`src/rtl/l2_cacheline_adaptor_if.sv`:
```
// ---------------------------------------------------------------------------
// l2_cacheline_adaptor_if
//
// Purpose: bundles the L2-side line handshake and the memory-side burst
// handshake of the cacheline adaptor into one interface.
//
// Signals (directions as seen by the adaptor, modport slave):
//   address_i  in   ADDR_WIDTH   L2 request address
//   read_i     in   1            line read request (level)
//   write_i    in   1            line write request (level)
//   line_i     in   LINE_WIDTH   line to write back
//   line_o     out  LINE_WIDTH   assembled read line
//   resp_o     out  1            one-cycle completion pulse to L2
//   address_o  out  ADDR_WIDTH   line-aligned burst address
//   read_o     out  1            burst read request to memory
//   write_o    out  1            burst write request to memory
//   burst_i    in   BURST_WIDTH  read beat from memory
//   burst_o    out  BURST_WIDTH  write beat to memory
//   resp_i     in   1            memory beat acknowledge
//
// Modports: slave = the adaptor; master = its environment (L2 controller
// plus burst memory), with every direction reversed.
// ---------------------------------------------------------------------------
interface l2_cacheline_adaptor_if #(
    parameter int LINE_WIDTH  = 256,
    parameter int BURST_WIDTH = 64,
    parameter int ADDR_WIDTH  = 32
);
    logic [ADDR_WIDTH-1:0]  address_i;
    logic                   read_i;
    logic                   write_i;
    logic [LINE_WIDTH-1:0]  line_i;
    logic [LINE_WIDTH-1:0]  line_o;
    logic                   resp_o;
    logic [ADDR_WIDTH-1:0]  address_o;
    logic                   read_o;
    logic                   write_o;
    logic [BURST_WIDTH-1:0] burst_i;
    logic [BURST_WIDTH-1:0] burst_o;
    logic                   resp_i;

    modport slave (
        input  address_i, read_i, write_i, line_i, burst_i, resp_i,
        output line_o, resp_o, address_o, read_o, write_o, burst_o
    );

    modport master (
        output address_i, read_i, write_i, line_i, burst_i, resp_i,
        input  line_o, resp_o, address_o, read_o, write_o, burst_o
    );
endinterface

```
`src/rtl/l2_cacheline_adaptor.sv`:
```
// ---------------------------------------------------------------------------
// l2_cacheline_adaptor
//
// Purpose: turns whole-line L2 read/write requests into fixed-length bursts
// of BURSTS = LINE_WIDTH/BURST_WIDTH beats on a narrower memory port.
// A write latches the line and streams it out least-significant beat first;
// a read assembles incoming beats and publishes the full line on completion.
//
// Ports:
//   clk   in  1   clock, all state updates on the rising edge
//   rst   in  1   synchronous active-low reset
//   bus   l2_cacheline_adaptor_if.slave  (see interface header for signals)
// ---------------------------------------------------------------------------
module l2_cacheline_adaptor #(
    parameter int LINE_WIDTH  = 256,
    parameter int BURST_WIDTH = 64,
    parameter int ADDR_WIDTH  = 32
) (
    input  logic                   clk,
    input  logic                   rst,
    l2_cacheline_adaptor_if.slave  bus
);

    localparam int BURSTS = LINE_WIDTH / BURST_WIDTH;
    localparam int CNT_W  = $clog2(BURSTS);
    localparam int OFFSET = $clog2(LINE_WIDTH / 8);

    typedef enum logic [1:0] {
        IDLE  = 2'd0,
        READ  = 2'd1,
        WRITE = 2'd2,
        DONE  = 2'd3
    } state_e;

    // Lines are kept as arrays of beats so the beat counter indexes them
    // directly; beat 0 is the least-significant slice.
    typedef logic [BURSTS-1:0][BURST_WIDTH-1:0] line_t;

    state_e                 state_q, state_d;
    logic [CNT_W-1:0]       count_q, count_d;
    logic [ADDR_WIDTH-1:0]  addr_q,  addr_d;
    line_t                  wline_q, wline_d;   // latched write-back line
    line_t                  asm_q,   asm_d;     // read beats in progress
    line_t                  line_q,  line_d;    // last completed read line

    logic                   last_beat;
    logic [ADDR_WIDTH-1:0]  aligned_addr;

    assign last_beat    = (count_q == CNT_W'(BURSTS - 1));
    assign aligned_addr = {bus.address_i[ADDR_WIDTH-1:OFFSET], {OFFSET{1'b0}}};

    // ------------------------------------------------------------------
    // State register
    // ------------------------------------------------------------------
    // NOTE: sequential state uses non-blocking assignments only, so every
    // flop samples the pre-edge value of every other flop.
    always_ff @(posedge clk) begin
        if (!rst) begin
            // NOTE: the line registers are reset too, because line_o and
            // burst_o must read zero after reset rather than stale data.
            state_q <= IDLE;
            count_q <= '0;
            addr_q  <= '0;
            wline_q <= '0;
            asm_q   <= '0;
            line_q  <= '0;
        end else begin
            state_q <= state_d;
            count_q <= count_d;
            addr_q  <= addr_d;
            wline_q <= wline_d;
            asm_q   <= asm_d;
            line_q  <= line_d;
        end
    end

    // ------------------------------------------------------------------
    // Next-state and datapath update
    // ------------------------------------------------------------------
    // NOTE: every variable gets a hold-value default before the case, so
    // no path through the block leaves one unassigned and no latch forms.
    always_comb begin
        state_d = state_q;
        count_d = count_q;
        addr_d  = addr_q;
        wline_d = wline_q;
        asm_d   = asm_q;
        line_d  = line_q;

        unique case (state_q)
            IDLE: begin
                count_d = '0;
                // Write has priority: a dirty victim must reach memory
                // before the refill read that follows it.
                if (bus.write_i) begin
                    state_d = WRITE;
                    addr_d  = aligned_addr;
                    wline_d = bus.line_i;
                end else if (bus.read_i) begin
                    state_d = READ;
                    addr_d  = aligned_addr;
                end
            end

            READ: begin
                if (bus.resp_i) begin
                    asm_d[count_q] = bus.burst_i;
                    count_d        = count_q + CNT_W'(1);
                    if (last_beat) begin
                        state_d = DONE;
                        // Publish including the beat arriving this cycle,
                        // so line_o is valid in the same cycle as resp_o.
                        line_d  = asm_d;
                    end
                end
            end

            WRITE: begin
                if (bus.resp_i) begin
                    count_d = count_q + CNT_W'(1);
                    if (last_beat) begin
                        state_d = DONE;
                    end
                end
            end

            DONE: begin
                state_d = IDLE;
            end

            default: begin
                state_d = IDLE;
            end
        endcase
    end

    // ------------------------------------------------------------------
    // Moore outputs
    // ------------------------------------------------------------------
    always_comb begin
        bus.read_o  = (state_q == READ);
        bus.write_o = (state_q == WRITE);
        bus.resp_o  = (state_q == DONE);
        bus.burst_o = '0;
        if (state_q == WRITE) begin
            bus.burst_o = wline_q[count_q];
        end
    end

    assign bus.address_o = addr_q;
    assign bus.line_o    = line_q;

endmodule

```
`src/flat_wrapper.sv`:
```
// flat-port wrapper written by rule: the top's interface ports become plain ports
module l2_cacheline_adaptor_flat 
#(
    parameter int LINE_WIDTH  = 256,
    parameter int BURST_WIDTH = 64,
    parameter int ADDR_WIDTH  = 32
)
  (clk, rst, bus_address_i, bus_read_i, bus_write_i, bus_line_i, bus_burst_i, bus_resp_i, bus_line_o, bus_resp_o, bus_address_o, bus_read_o, bus_write_o, bus_burst_o);
  l2_cacheline_adaptor_if #(.LINE_WIDTH(LINE_WIDTH), .BURST_WIDTH(BURST_WIDTH), .ADDR_WIDTH(ADDR_WIDTH)) bus_i ();
  input  logic clk;
  input  logic rst;
  input wire logic [$bits(bus_i.address_i)-1:0] bus_address_i;
  input wire logic [$bits(bus_i.read_i)-1:0] bus_read_i;
  input wire logic [$bits(bus_i.write_i)-1:0] bus_write_i;
  input wire logic [$bits(bus_i.line_i)-1:0] bus_line_i;
  input wire logic [$bits(bus_i.burst_i)-1:0] bus_burst_i;
  input wire logic [$bits(bus_i.resp_i)-1:0] bus_resp_i;
  output wire logic [$bits(bus_i.line_o)-1:0] bus_line_o;
  output wire logic [$bits(bus_i.resp_o)-1:0] bus_resp_o;
  output wire logic [$bits(bus_i.address_o)-1:0] bus_address_o;
  output wire logic [$bits(bus_i.read_o)-1:0] bus_read_o;
  output wire logic [$bits(bus_i.write_o)-1:0] bus_write_o;
  output wire logic [$bits(bus_i.burst_o)-1:0] bus_burst_o;
  assign bus_i.address_i = bus_address_i;
  assign bus_i.read_i = bus_read_i;
  assign bus_i.write_i = bus_write_i;
  assign bus_i.line_i = bus_line_i;
  assign bus_i.burst_i = bus_burst_i;
  assign bus_i.resp_i = bus_resp_i;
  assign bus_line_o = bus_i.line_o;
  assign bus_resp_o = bus_i.resp_o;
  assign bus_address_o = bus_i.address_o;
  assign bus_read_o = bus_i.read_o;
  assign bus_write_o = bus_i.write_o;
  assign bus_burst_o = bus_i.burst_o;
  l2_cacheline_adaptor #(.LINE_WIDTH(LINE_WIDTH), .BURST_WIDTH(BURST_WIDTH), .ADDR_WIDTH(ADDR_WIDTH)) u_core (.clk(clk), .rst(rst), .bus(bus_i));
endmodule
```
`config.mk`:
```
export PLATFORM = sky130hd
export DESIGN_NAME = l2_cacheline_adaptor_flat
export DESIGN_NICKNAME = d
export VERILOG_FILES = /design/src/rtl/l2_cacheline_adaptor_if.sv /design/src/rtl/l2_cacheline_adaptor.sv /design/src/flat_wrapper.sv
export SDC_FILE = /design/constraint.sdc
export NUM_CORES = 2
export LEC_CHECK = 0
export ABC_AREA = 0
export BUFFER_PORTS_ARGS = -buffer_cell sky130_fd_sc_hd__buf_2
export CAP_MARGIN = 10
export CORE_AREA = 2 2 279 281
export CTS_CLUSTER_SIZE = 30
export DETAILED_ROUTE_END_ITERATION = 10
export DIE_AREA = 0 0 281 283
export GPL_TIMING_DRIVEN = 0
export PLACE_DENSITY_LB_ADDON = 0.1
export SETUP_SLACK_MARGIN = 0.4
export SKIP_CTS_REPAIR_TIMING = 1
export SLEW_MARGIN = 20
export SYNTH_ARGS = -nofsm -noshare
export SYNTH_HDL_FRONTEND = slang
export SYNTH_SLANG_ARGS = --single-unit
```
`constraint.sdc`:
```
create_clock -name clk -period 2 [get_ports clk]
set_input_delay 0.1 -clock clk [delete_from_list [all_inputs] [get_ports clk]]
set_output_delay 0.1 -clock clk [all_outputs]
set_load 0.05 [all_outputs]
```
==> out/qor.csv <==
metric,value,unit
status,"finished, violations left",
violations,negative setup slack,
hold_slack,0.277,ns
hold_class,input port to flop,
fmax,439,MHz
cp-start-kind,flop,
synthCells,3392,
hold_viol,0,
vias,28326,
yosysSeqAreaShare,47.3,%
cp-end-kind,output port,
clkSinkCount,735,
reg2regPathDepth,9,
critPathRequiredTime,1.90,ns
synth_area,0.0311,mm²
clock-root-buffer,clkbuf_16,
die_x,281,µm
yosys_warnings,0,
crit_fanout,8,
synth_cell_types,26,
fin_worst_skew,0.0265,ns
drc,0,
cts_buffer_depth,3,
cts_tree,yes,
dieArea,0.0795,mm²
fin_nets,4914,
via_per_inst,5.01,
post-route-min-period,2.28,ns
rsz0062_at_grt,true,
grt_pass1_wl,164000,µm
drive_above_1_share,26.1,%
ir_worst_vdd,0.662,mV
cts_buffers,81,
die_h,283,µm
setup_slack,-0.276,ns
setup_tns,-14.13,ns
final_util,57.1,%
seqCellArea,0.0147,mm²
busiest_layer,met2,
final_antenna_net_count,0,
place_congestion,0.845,
critPathKind,flop to output port,
area_growth,40.7,%
p_leak,20.1,nW
htree_levels,3,
pre_cts_ws,-0.602,ns
max_cap_violations,0,
final_area,0.0438,mm²
synth.avg_cell_area,9.17,µm²
io_pins,712,
drt-wirelength-per-cell,20.8,µm
drt_first_pass_iters,5,
ys_seq_elements,735,
arrival,2.18,ns
track_usage,27.3,%
met3_usage,6.67,%
antenna_found_initial,14,
multiInputGateArea,0.0151,mm²
coreArea,0.0767,mm²
numPortBuffers,700,
dpl.hpwl,83800,µm
worstSkewPairLatency,0.62,ns
fp-row-count,102,
min_period_over_period,114,%
wirelength,117000,µm
drt-initial-drc-count,1488,
setup_viol,97,
slew_headroom,33.5,%
start_util,40.6,%
fillers,6966,
grt_pass1_vias,25980,
gr-usage-met2,48.0,%
slew_violations,0,
clk_pin_slew_worst_paths,0.06,ns
globalRouteOverflowTotal,0,
grt_max_degree,14,
min_path_cells,4,
worst_pin_slew,0.997,ns
use_met1,32.5,%
place_area,0.0365,mm²
power_density,964,mW/mm²
==> state kept, by name, indices dropped and copies added, names as in the netlist <==
name and flops:
u_core.bus.address_o 27, u_core.bus.line_o 256, u_core.state_q 2, u_core.asm_q 192, u_core.count_q 2, u_core.wline_q 256
==> metal layers <==
layer / routed length, µm / part of all wire, %
met1: 47500 / 40
met2: 59100 / 50
met3: 7200 / 6.1
met4: 3570 / 3.0
met5: 60 / 0.051
==> area by class of cell <==
cell class,instances,share of cell area [%]
tap,1040,2.97
clock buffer,116,5.44
clock inverter,23,0.677
timing repair buffer,1069,17.5
antenna,9,0.0514
multi-input combinational,2364,34.4
inverter,4,0.0400
sequential,735,33.6
buffer,293,5.27
==> synthesized netlist by cell type <==
library cell     n  share of area [%]
buf_1            1              0.012
nand2_1       1277                 15
clkbuf_1       112                1.4
nor2_1           1              0.012
mux4_2          64                4.6
a21boi_1        30               0.72
and2_1          65                1.3
a21boi_0       510                 12
o211a_1        192                6.2
buf_6           26               0.94
nor2b_1          1              0.020
buf_2          111                1.8
dfxtp_1        735                 47
and3_1           4              0.080
a32oi_1          1              0.028
mux2_2           1              0.036
a22oi_1          1              0.024
ha_1             9               0.36
nand3_1          5              0.080
o21ai_2          1              0.028
o21a_1           1              0.024
inv_1            4              0.048
conb_1           1              0.012
buf_4           43                1.0
o211ai_1         1              0.024
mux2i_1        195                6.3
==> worst max-delay path, cell delays in order, from the launching register on <==
cell and delay [ns]:
dfxtp_4 0.41, buf_12 0.17, clkbuf_16 0.16, mux4_2 0.50
and2_4 0.16, buf_8 0.14
==> power by group <==
group | internal, mW | total (mW) | switching (mW) | leakage (nW)
clock | 9.03 | 15.3 | 6.26 | 1.32
sequential | 15.9 | 16.5 | 0.656 | 5.97
combinational | 4.25 | 10.4 | 6.18 | 12.8
total | 29.1 | 42.2 | 13.1 | 20.1
==> metrics by stage <==
stage	power (mW)	std cells
after floorplan	23.1	3396
after global placement	26.0	5136
after detailed placement	26.1	5136
after CTS	41.3	5275
after global routing	44.0	5652
final	42.2	5653
==> logic make-up (layout without fill, tap and decap cells) <==
family          Yosys count  count (layout)  synth area share, %
compound gates          737             737                 19.3
other cells               1              14               0.0120
mux                     260             260                 10.9
flops                   735             735                 47.3
fa+ha+maj                 9               9                0.362
simple gates           1353            1353                 16.9
buf+inv                 297            1505                 5.17
==> cell usage in the layout (no fill, tap or decap), drive strengths merged, types with 2 or more instances in the layout <==
cell type,netlist,layout
inv,4,4
buf,181,897
ha,9,9
and2,65,65
mux4,64,64
diode,0,9
nand2,1277,1277
mux2i,195,195
dfxtp,735,735
clkbuf,112,231
bufinv,0,6
conb,1,5
clkinvlp,0,2
a21boi,540,540
and3,4,4
nand3,5,5
o211a,192,192
dlygate4sd3,0,350
clkinv,0,15
==> worst paths after layout <==
| path | startpoint | to | slack (ns) |
|---|---|---|---|
| max reg2reg | u_core.count_q[1] | u_core.bus.line_o[72] | -0.04 |
| min | bus_line_i[136] | u_core.wline_q[136] | 0.28 |
| min reg2reg | u_core.asm_q[141] | u_core.asm_q[141] | 0.45 |
| max | u_core.count_q[1] | bus_burst_o[54] | -0.28 |
Power figures use the tool's default switching activity.
